`src/rtl/nn_layer_sequencer.sv`:
```
// Runs one inference pass through NUM_LAYERS layer engines: start pulse, wait for done,
// next layer. A per-layer watchdog raises a sticky fault; completed passes are counted.
module nn_layer_sequencer #(
  parameter int NUM_LAYERS = 3,
  parameter int TIMEOUT    = 1023,
  parameter int TO_W       = 10,
  parameter int CNT_W      = 16,
  localparam int LW        = (NUM_LAYERS > 1) ? $clog2(NUM_LAYERS) : 1
) (
  input  logic                  clk,
  input  logic                  ext_reset,
  input  logic                  init_complete,
  input  logic                  start,
  input  logic                  clear_err,
  input  logic [NUM_LAYERS-1:0] layer_done,
  output logic [NUM_LAYERS-1:0] layer_start,
  output logic [LW-1:0]         cur_layer,
  output logic                  busy,
  output logic                  done,
  output logic                  error,
  output logic [LW-1:0]         err_layer,
  output logic [CNT_W-1:0]      inf_count,
  output logic [2:0]            dbg_state
);

  typedef enum logic [2:0] {
    S_IDLE   = 3'd0,
    S_LAUNCH = 3'd1,
    S_WAIT   = 3'd2,
    S_FINISH = 3'd3,
    S_FAULT  = 3'd4
  } state_t;

  localparam logic [LW-1:0]   LAST_LAYER = LW'(NUM_LAYERS - 1);
  localparam logic [TO_W-1:0] WD_LIMIT   = TO_W'(TIMEOUT - 1);

  state_t                  state_q, state_d;
  logic [LW-1:0]           cur_layer_q, cur_layer_d;
  logic [LW-1:0]           err_layer_q, err_layer_d;
  logic [TO_W-1:0]         wd_q, wd_d;
  logic [CNT_W-1:0]        inf_count_q, inf_count_d;
  logic                    error_q, error_d;
  logic                    busy_q, busy_d;
  logic                    done_q, done_d;
  logic [NUM_LAYERS-1:0]   layer_start_q, layer_start_d;

  always_comb begin
    state_d       = state_q;
    cur_layer_d   = cur_layer_q;
    err_layer_d   = err_layer_q;
    wd_d          = wd_q;
    inf_count_d   = inf_count_q;
    error_d       = error_q;
    layer_start_d = '0;

    case (state_q)
      S_IDLE: begin
        if (init_complete && start) begin
          cur_layer_d = '0;
          state_d     = S_LAUNCH;
        end
      end
      S_LAUNCH: begin
        if (!init_complete) begin
          state_d = S_IDLE;
        end else begin
          wd_d    = '0;
          state_d = S_WAIT;
        end
      end
      S_WAIT: begin
        // Losing init beats a done or a timeout in the same cycle; done beats timeout.
        if (!init_complete) begin
          state_d = S_IDLE;
        end else begin
          wd_d = wd_q + TO_W'(1);
          if (layer_done[cur_layer_q]) begin
            if (cur_layer_q == LAST_LAYER) begin
              state_d = S_FINISH;
            end else begin
              cur_layer_d = cur_layer_q + LW'(1);
              state_d     = S_LAUNCH;
            end
          end else if (wd_q == WD_LIMIT) begin
            err_layer_d = cur_layer_q;
            error_d     = 1'b1;
            state_d     = S_FAULT;
          end
        end
      end
      S_FINISH: begin
        state_d = S_IDLE;
        if (init_complete) begin
          inf_count_d = inf_count_q + CNT_W'(1);
        end
      end
      S_FAULT: begin
        if (clear_err) begin
          error_d = 1'b0;
          state_d = S_IDLE;
        end
      end
      default: state_d = S_IDLE;
    endcase

    // Outputs are decoded from the next state so they appear registered in that state.
    if (state_d == S_LAUNCH) begin
      layer_start_d[cur_layer_d] = 1'b1;
    end
    busy_d = (state_d == S_LAUNCH) || (state_d == S_WAIT);
    done_d = (state_d == S_FINISH);
  end

  always_ff @(posedge clk) begin
    if (ext_reset) begin
      state_q       <= S_IDLE;
      cur_layer_q   <= '0;
      err_layer_q   <= '0;
      wd_q          <= '0;
      inf_count_q   <= '0;
      error_q       <= 1'b0;
      busy_q        <= 1'b0;
      done_q        <= 1'b0;
      layer_start_q <= '0;
    end else begin
      state_q       <= state_d;
      cur_layer_q   <= cur_layer_d;
      err_layer_q   <= err_layer_d;
      wd_q          <= wd_d;
      inf_count_q   <= inf_count_d;
      error_q       <= error_d;
      busy_q        <= busy_d;
      done_q        <= done_d;
      layer_start_q <= layer_start_d;
    end
  end

  assign layer_start = layer_start_q;
  assign cur_layer   = cur_layer_q;
  assign busy        = busy_q;
  assign done        = done_q;
  assign error       = error_q;
  assign err_layer   = err_layer_q;
  assign inf_count   = inf_count_q;
  assign dbg_state   = state_q;

endmodule
```
`config.mk`:
```
export PLATFORM = sky130hd
export DESIGN_NAME = nn_layer_sequencer
export DESIGN_NICKNAME = d
export VERILOG_FILES = /design/src/rtl/nn_layer_sequencer.sv
export SDC_FILE = /design/constraint.sdc
export NUM_CORES = 1
export LEC_CHECK = 0
export ABC_AREA = 0
export CORE_MARGIN = 4
export CORE_UTILIZATION = 51
export CTS_CLUSTER_DIAMETER = 60
export CTS_CLUSTER_SIZE = 30
export DETAILED_ROUTE_END_ITERATION = 10
export PLACE_DENSITY = 0.88
export SLEW_MARGIN = 20
export SYNTH_ARGS = -nofsm -noshare
export SYNTH_HDL_FRONTEND = slang
export SYNTH_SLANG_ARGS = --single-unit
export TNS_END_PERCENT = 50
```
`constraint.sdc`:
```
create_clock -name clk -period 1.98 [get_ports clk]
set_input_delay 0.396 -clock clk [delete_from_list [all_inputs] [get_ports clk]]
set_output_delay 0.396 -clock clk [all_outputs]
set_load 0.03 [all_outputs]
```
==> metrics.txt <==
Post-synth top cells=dfxtp_1 (39), nor2_1 (37), nand2_1 (15), nand3_1 (12); Clock Path Buffers=2; TritonCTS clock tree=built; max_cap viols=0; first-pass GRT wire length=6920 um; CTS sink count=39; Arr. time, crit path=1.48 ns; syn_nets=223; Final Power=1.562 mW; crit-path cells=clkdlybuf4s50_1; endpoints failing setup=0; clk_lat worst skew=0.29 ns; Yosys reg bits=39; average cell area after synthesis=8.895 um2; Peak supply drop=0.0003794 V; Routed wire per std cell=12.83 um; Post-Layout Cell Count=309; nets=275; core box area=3442 um2; cells after synthesis=210; # rows=21; Max stage delay on crit path=0.72 ns; share of post-route cells with drive strength above 1=14.07%; Top delay family on crit path=buffers and inverters; # resized after CTS=1; setup tns final=0 ns; CP endpoint kind=output port; number of enable flip-flop cells after synthesis=0; die area=4695 um2; first drt pass iteration count=5; largest net degree at the start of global routing=14; Ant. Diodes=0; initial antenna violation count=0; Async S/R FF share, synth=0%; share of the synthesized area in the top cell type=41.80%; Crit-path slowest cell=clkdlybuf4s50_1; Vias=1633; DIE HEIGHT=68.52 um; all-layer global routing usage=19.91%; Core Util, Final=72.37%; Max Clock Skew=0.008324 ns; top cells by area, synth=dfxtp_1 (42%), nor2_1 (7.4%), xnor2_1 (5.2%); post-CTS setup repair buffer count=0; RD Place Congestion=0.8322; register area share after synthesis=41.80%; Placed Cells=301; vias per inst=5.285; hpwl dp=2915 um; Period minus WS final=1.872 ns; crit path launch type=flip-flop; Final Hold Viols=0; H-tree Lvls=2; Hold Path Class=flip-flop to flip-flop; Die X=68.52 um; Yosys top cell by area=dfxtp_1; most common cell in the synthesized netlist=dfxtp_1; Yosys warning count=0; Synth cell types=44; Total Wirelength=3966 um; number of global-route vias before repair=1584; I/O pin count=37; dominant synthesized flop cell=dfxtp_1; worst path bufs/invs=1; Hold Buf Count CTS=0; Initial Utilization=54.27%; Cell Pwr Density=627.2 nW/um2; synthesized cell area=1868 um2; critical path type=flip-flop to output port; Leakage Power=0.9407 nW; Worst Path Max Fanout=6; Clock transition at path regs=0.08 ns; worst endpoint required time=1.58 ns; P&R area growth vs syn=33.36%; # DRC=0; Root Driver=clkbuf_8; RSZ-0062 raised after global routing=no; Final ANT Viol Nets=0; Tightest Pin Transition=0.3823 ns; Initial DRC Count=79; outcome=completed; Max Clock Freq=534.3 MHz; fin. max-slew vios=0; Slew Limit Headroom=74.46%; post-route clock period utilization=94.52%; grt ovf=0; number of I/O port buffers=36; TritonCTS buffer count=5
-- registers in the layout, indices dropped and copies added, names as in the netlist --
| name | flops |
|---|---|
| done | 1 |
| layer_start | 3 |
| wd_q | 10 |
| inf_count | 16 |
| err_layer | 2 |
| dbg_state | 3 |
| error | 1 |
| cur_layer | 2 |
| busy | 1 |
-- per-stage QoR --
| stage | worst slack (ns) | instance area (um2) | hold WS (ns) |
|---|---|---|---|
| after floorplan | 0.1082 | 1868 | 0.4607 |
| after global placement | -0.03105 | 2370 | 0.4467 |
| after detailed placement | -0.1012 | 2370 | 0.4563 |
| after CTS | 0.02295 | 2486 | 0.4674 |
| after global routing | 0.02699 | 2491 | 0.4913 |
| final | 0.1085 | 2491 | 0.4638 |
-- cells in the final DEF (no fill, tap or decap), types with 3 or more instances in the layout --
| master | instances |
|---|---|
| dfxtp_1 | 39 |
| nor2_1 | 37 |
| clkdlybuf4s50_1 | 33 |
| buf_4 | 17 |
| nand2_1 | 15 |
| nand3_1 | 12 |
| a21oi_1 | 11 |
| xnor2_1 | 11 |
| inv_1 | 8 |
| xor2_1 | 8 |
| clkbuf_8 | 6 |
| ha_1 | 5 |
| nor3_1 | 4 |
| nor3b_1 | 4 |
| mux2i_1 | 3 |
| nand3b_1 | 3 |
| o21ai_0 | 3 |
| or3_1 | 3 |
-- final cells by class --
type / count / area (um2)
Multi-Input combinational cell: 155 / 1013
Fill cell: 263 / 950.9
Sequential cell: 39 / 780.7
Timing Repair Buffer: 53 / 491.7
Clock buffer: 6 / 82.58
Tap cell: 46 / 57.56
Clock inverter: 2 / 35.03
Inverter: 8 / 30.03
-- report_power, final --
part           switching [mW]  leakage (nW)  internal (mW)
Combinational          0.0418         0.565         0.0412
Clock                   0.279        0.0612          0.408
Sequential            0.00505         0.314          0.788
Total                   0.326         0.941           1.24
-- path summary, 6_finish.rpt --
path                                    from             to  slack [ns]  cells past startpoint
worst max-delay path            inf_count[3]   inf_count[3]        0.11                      1
worst min-delay path            err_layer[1]   err_layer[1]        0.46                      2
worst min register to register  err_layer[1]   err_layer[1]        0.46                      2
worst max register to register  dbg_state[1]  inf_count[12]        0.20                      7
-- cell families (layout without fill, tap and decap cells) --
kind of cell | Yosys count | count (layout) | synth area share, %
AND/OR/NAND/NOR | 102 | 102 | 30.81
XOR/XNOR | 19 | 19 | 8.908
AO/OA/AOI/OAI | 26 | 26 | 9.577
multiplexers | 3 | 3 | 1.608
adder cells (fa/ha/maj) | 5 | 5 | 3.349
buffers and inverters | 16 | 69 | 3.952
flip-flops | 39 | 39 | 41.80
-- metal layers --
metal | global-route usage, % | routed length (um) | share of wire [%] | up-vias
met2 | 32.66 | 1898 | 48 | 41
met1 | 23.82 | 1819 | 46 | 764
met5 | 0 | 0 | 0 | -
li1 | - | - | - | 824
met4 | 7.196 | 32 | 0.81 | 0
met3 | 7.131 | 216 | 5.4 | 4
(Power assumes the default switching activity.)
